### config.mk
export PLATFORM = sky130hd
export DESIGN_NAME = period_meter
export DESIGN_NICKNAME = d
export VERILOG_FILES = /design/src/rtl/period_meter.sv
export SDC_FILE = /design/constraint.sdc
export NUM_CORES = 1
export LEC_CHECK = 0
export ABC_CLOCK_PERIOD_IN_PS = 3540
export BUFFER_PORTS_ARGS = -buffer_cell sky130_fd_sc_hd__buf_2
export CAP_MARGIN = 20
export CORE_ASPECT_RATIO = 1.4
export CORE_MARGIN = 3
export CORE_UTILIZATION = 55
export CTS_BUF_LIST = sky130_fd_sc_hd__clkbuf_16
export CTS_CLUSTER_DIAMETER = 50
export CTS_CLUSTER_SIZE = 20
export DETAILED_ROUTE_END_ITERATION = 12
export PLACE_DENSITY = 0.87
export SETUP_SLACK_MARGIN = 0.15
export SLEW_MARGIN = 20
export SYNTH_ARGS = -nofsm -noshare
export SYNTH_HDL_FRONTEND = slang
export SYNTH_SLANG_ARGS = --single-unit
### constraint.sdc
create_clock -name clock -period 3.54 [get_ports clock]
set_clock_uncertainty 0.15 [all_clocks]
set_input_delay 0.708 -clock clock [delete_from_list [all_inputs] [get_ports clock]]
set_output_delay 0.708 -clock clock [all_outputs]
set_load 0.01 [all_outputs]
### src/rtl/period_meter.sv
// Period meter: measures clock cycles between rising edges of an asynchronous pulse input,
// latching the period, a 2-bit speed code and a wrapping count of completed measurements.
module period_meter #(
   parameter int unsigned MAX_PERIOD = 32'd200000001,
   parameter int unsigned TH_01      = 32'd25000000,
   parameter int unsigned TH_10      = 32'd75000000,
   parameter int unsigned TH_11      = 32'd150000000
) (
   input  logic        clock,
   input  logic        reset_n,
   input  logic        enable,
   input  logic        sig_in,
   output logic [31:0] period,
   output logic [1:0]  code,
   output logic        valid,
   output logic        timeout,
   output logic [3:0]  events
);

   typedef enum logic [0:0] {StIdle, StMeasure} state_e;

   state_e      state_q, state_d;
   logic        s1_q, s2_q, s3_q;
   logic        rise;
   logic [31:0] count_q, count_d;
   logic [31:0] period_q, period_d;
   logic [1:0]  code_q, code_d;
   logic        valid_q, valid_d;
   logic        timeout_q, timeout_d;
   logic [3:0]  events_q, events_d;

   function automatic logic [1:0] speed_code(input logic [31:0] p);
      if (p < TH_01)      return 2'b00;
      else if (p < TH_10) return 2'b01;
      else if (p < TH_11) return 2'b10;
      else                return 2'b11;
   endfunction

   // Two-flop synchroniser plus one delay stage for edge detection; runs regardless of enable.
   always_ff @(posedge clock or negedge reset_n) begin
      if (!reset_n) begin
         s1_q <= 1'b0;
         s2_q <= 1'b0;
         s3_q <= 1'b0;
      end else begin
         s1_q <= sig_in;
         s2_q <= s1_q;
         s3_q <= s2_q;
      end
   end

   assign rise = s2_q & ~s3_q;

   always_comb begin
      state_d   = state_q;
      count_d   = count_q;
      period_d  = period_q;
      code_d    = code_q;
      valid_d   = 1'b0;
      timeout_d = 1'b0;
      events_d  = events_q;
      unique case (state_q)
         StIdle: begin
            if (rise && enable) begin
               count_d = 32'd1;
               state_d = StMeasure;
            end
         end
         StMeasure: begin
            if (!enable) begin
               count_d = 32'd0;
               state_d = StIdle;
            end else if (rise) begin
               // A rise on the timeout cycle still completes the measurement.
               period_d = count_q;
               code_d   = speed_code(count_q);
               valid_d  = 1'b1;
               events_d = events_q + 4'd1;
               count_d  = 32'd1;
            end else if (count_q == MAX_PERIOD) begin
               timeout_d = 1'b1;
               count_d   = 32'd0;
               state_d   = StIdle;
            end else begin
               count_d = count_q + 32'd1;
            end
         end
         default: state_d = StIdle;
      endcase
   end

   always_ff @(posedge clock or negedge reset_n) begin
      if (!reset_n) begin
         state_q   <= StIdle;
         count_q   <= 32'd0;
         period_q  <= 32'd0;
         code_q    <= 2'b00;
         valid_q   <= 1'b0;
         timeout_q <= 1'b0;
         events_q  <= 4'd0;
      end else begin
         state_q   <= state_d;
         count_q   <= count_d;
         period_q  <= period_d;
         code_q    <= code_d;
         valid_q   <= valid_d;
         timeout_q <= timeout_d;
         events_q  <= events_d;
      end
   end

   assign period  = period_q;
   assign code    = code_q;
   assign valid   = valid_q;
   assign timeout = timeout_q;
   assign events  = events_q;

endmodule

# After elaboration in Yosys (flattened, before gate mapping)
# Index checks and enable logic that the tools add are counted.
# word_totals
regBits	76
input_bits	4
out_inout_bits	40
word_cells	42
# op_classes
add_sub_neg	2
n_lt_le_gt_ge	3
n_eq_ne	2
muxes	20
n_bitwise	3
n_reduce_logical	2
# op_table
cell	count
32-bit two-way mux	4
32-bit case mux with 2 select lines	1
32-bit by 1-bit adder with 32-bit output (second input constant)	1
32-bit by 28-bit equality test with 1-bit output (second input constant)	1
32-bit by 25-bit < comparator with 1-bit output (second input constant)	1
32-bit by 27-bit < comparator with 1-bit output (second input constant)	1
32-bit by 28-bit < comparator with 1-bit output (second input constant)	1
1-bit two-way mux	12
4-bit by 1-bit adder with 4-bit output (second input constant)	1
2-bit two-way mux	2
3-bit AND reduction	1
2-bit != test (second input constant)	1
1-bit inverter	2
1-bit case mux with 2 select lines	1
1-bit bitwise AND	1
1-bit logical AND	1

# Logic depth before layout (Yosys ltp)
# depth
depth_word	5
mapped_depth	9
depth_no_buf	7

# Least setup slack after synthesis
# No wires, ideal clock.
# synth_path
path_kind	reg2reg
start	register count_q[30]
end	register count_q[17]
setup_time_ns	0.130
t_arrival_ns	1.953
required_ns	3.260
slack_ns	1.307
stages_incl_launch_ff	8
n_path_buf	2
synth_period_minus_slack_ns	2.233
path_cell_list	dfrtp_1 or4_4 nor2_1 or4b_1 buf_6 buf_8 a31oi_1 o22ai_1
# synth_between
elab_chain_len	5
# synth_lines
item	line_no	rtl
from (decl)	25	logic [31:0] count_q, count_d;
from (signal assigned)	103	count_q <= count_d;
32-bit by 28-bit equality test with 1-bit output	80	end else if (count_q == MAX_PERIOD) begin
32-bit two-way mux	80	
32-bit two-way mux	73	end else if (rise) begin
32-bit two-way mux	70	if (!enable) begin
32-bit case mux with 2 select lines	62	unique case (state_q)
# No other way between the ends.
# A chain may end at the register's enable or synchronous reset.

# Worst setup path after layout
# layout_path
start	register count_q[1]
end	register count_q[9]
# layout_between
elab_chain_len	5
# layout_lines
item	line_no
32-bit by 1-bit adder with 32-bit output / 32-bit by 28-bit equality test with 1-bit output (equally long branches)	85, 80
32-bit two-way mux *	80
32-bit two-way mux *	73
32-bit two-way mux *	70
32-bit case mux with 2 select lines *	62
# Every way passes the cells marked *; elsewhere a longest branch is shown, timed or not.

==> metrics.txt <==
GRT Total Usage 25.6%; async set or reset register ratio after synthesis 100%; H-tree lvl count 3; initial antenna violation count 0; initial DRC count 448; die area 8120 um^2; clk slew on worst S/H paths 60 ps; ANT cells 0; Bufs on Longest Clock Path 2; pwr/cell area 445 nW/um^2; # fillers 577; Mapped Area 3880 um^2; Slowest-stage cell, CP or4b_1; total number of vias 3535; Post-Syn Instances 448; clk_lat worst skew 330 ps; Via-to-Cell Ratio 6.22; Worst EP arrival 2900 ps; #FFs+latches synth 76; most common cell after layout, fill and taps aside nand2_1; post-CTS setup buffers 0; CP max FO 17; port bufs 43; Final Setup Violations 0; Final Hold Fails 0; Routed WL 10000 um; Final TNS setup 0 ps; cts repair resizes 0; vias in the first global route 3346; first-pass GRT wire length 16600 um; final std cells w/o fill 568; Layout Nets 478; clock root cell clkbuf_16; worst rel slew slack 38.9%; FMAX 350 MHz; Placed Area 4100 um^2; total core area 6700 um^2; Initial Util 57.9%; final instance area 4390 um^2; Syn Nets 455; crit path kind reg2reg; Syn Area/Cell 8.67 um^2; # DRC 0; Worst IR Drop VDD 298 uV; Area growth syn-to-layout 13.1%; DR WL/cell 17.6 um; antenna-violating nets left 0; TritonCTS Buffers 9; WP data required 3580 ps; count of different cell masters after synthesis 52; Pre-antenna DRT Iters 5; layout cells sized above 1 14.9%; Worst setup SP type flip-flop; CP Cell Sequence inv_1 > ha_1 > nor4b_1 > nand4_1 > or4b_1 > nand2_1 > o21ai_0; RSZ-0062 raised after global routing false; measured slew at the worst slew-check pin 917 ps; outcome complete, no violations; count of standard-cell rows 35; Max Cap Violations 0; Post-synth EDFFs 0; Final Cycle Share 80.6%; Die Width 77.0 um; Final Critical Period 2850 ps; hold_buf cts 0; Seq/Total Area, Yosys 49.0%; largest net degree at the start of global routing 77; IO Pins 44; Ys Warns 0; placed cell count 552; clk sinks 76; Worst setup EP type flip-flop; grt total ovfl 0; Die Y 105 um; Worst path max stage delay 870 ps; Hold Path Class reg2reg; gpl congestion 0.954; static leakage 2.08 nW; Most used DFF post-synth dfrtp_1; most frequent cells in the layout 112 x nand2_1, 76 x dfrtp_1, 42 x buf_2; DP HPWL 6740 um; Final Slew Violations 0; CTS tree yes
==> critical path: cells and delay by family (launching register included) <==
family / cells / cell delay [ps]
fa+ha+maj: 1 / 140
flops: 1 / 400
simple gates: 4 / 1740
buf+inv: 1 / 110
compound gates: 1 / 170
==> where the power goes <==
part	total, W	internal, W	switching (W)
registers	0.000925	0.000898	0.0000272
clock network	0.000893	0.000541	0.000352
logic	0.000135	0.0000462	0.0000890
total	0.00195	0.00149	0.000468
==> Yosys cell counts, drive strengths merged, types with 3 or more instances <==
library cell | count | area share [%]
nand4 | 21 | 3.4
dfrtp | 76 | 49
nor2 | 17 | 1.6
or4 | 5 | 1.2
and2 | 4 | 0.64
o22ai | 4 | 0.64
mux2i | 4 | 1.0
nand3 | 25 | 3.2
clkbuf | 29 | 2.8
o211ai | 6 | 1.2
or3 | 7 | 1.1
inv | 13 | 1.3
nand2 | 112 | 11
and4 | 6 | 1.4
a21oi | 8 | 1.0
a31oi | 16 | 2.6
nor4b | 4 | 0.90
o21ai | 17 | 2.2
buf | 9 | 1.6
and3 | 7 | 1.1
nor4 | 5 | 0.97
xnor2 | 3 | 0.68
ha | 3 | 0.97
nor3 | 15 | 1.9
==> sequential cells by signal, indices dropped and copies added, names as in the netlist <==
name / cells
count_q: 32
period: 32
events: 4
code: 2
s1_q: 1
s2_q: 1
s3_q: 1
state_q: 1
timeout: 1
valid: 1
==> kinds of logic after synthesis <==
kind of cell / count (synthesis) / share of synthesized area, %
flip-flops: 76 / 49.0
buffers and inverters: 52 / 5.80
AO/OA/AOI/OAI: 74 / 12.7
multiplexers: 4 / 1.03
XOR/XNOR: 3 / 0.677
adder cells (fa/ha/maj): 3 / 0.967
AND/OR/NAND/NOR: 236 / 29.8
==> metal layers <==
layer  part of all wire (%)  vias up  global-route usage, %  routed length (um)
met5                      0        -                      0                   0
met4                    2.9        0                   10.4                 287
met3                    7.2       29                   3.68                 718
met2                     48      181                   41.5                4780
met1                     42     1674                   34.6                4220
li1                       -     1651                      -                   -
==> path summary, 6_finish.rpt <==
| path | startpoint | endpoint | slack [ps] | cells past startpoint |
|---|---|---|---|---|
| setup / recovery | count_q[1] | count_q[9] | 690 | 7 |
| hold / removal | s1_q | s2_q | 210 | 0 |
| setup reg to reg | count_q[1] | count_q[9] | 690 | 7 |
| hold reg to reg | s1_q | s2_q | 210 | 0 |
| max in group asynchronous | reset_n | count_q[9] | 2290 | 1 |
| min in group asynchronous | reset_n | events[0] | 360 | 1 |
==> stage by stage <==
stage	hold slack (ps)	setup slack (ps)	power (W)	util (%)
after floorplan	181	1310	0.00101	-
after global placement	196	823	0.00107	61.2
after detailed placement	186	736	0.00108	61.2
after CTS	208	725	0.00196	65.5
after global routing	215	537	0.00203	65.5
final	208	685	0.00195	65.5
==> cell type report <==
cell class                 count  area [um^2]  area share [%]
inverter                      14         52.6            1.20
tap                           92          115            2.62
multi-input combinational    320         1760            40.0
sequential                    76         1900            43.3
clock inverter                 7         67.6            1.54
timing repair buffer          50          270            6.16
clock buffer                   9          225            5.13
Power figures use the tool's default switching activity.
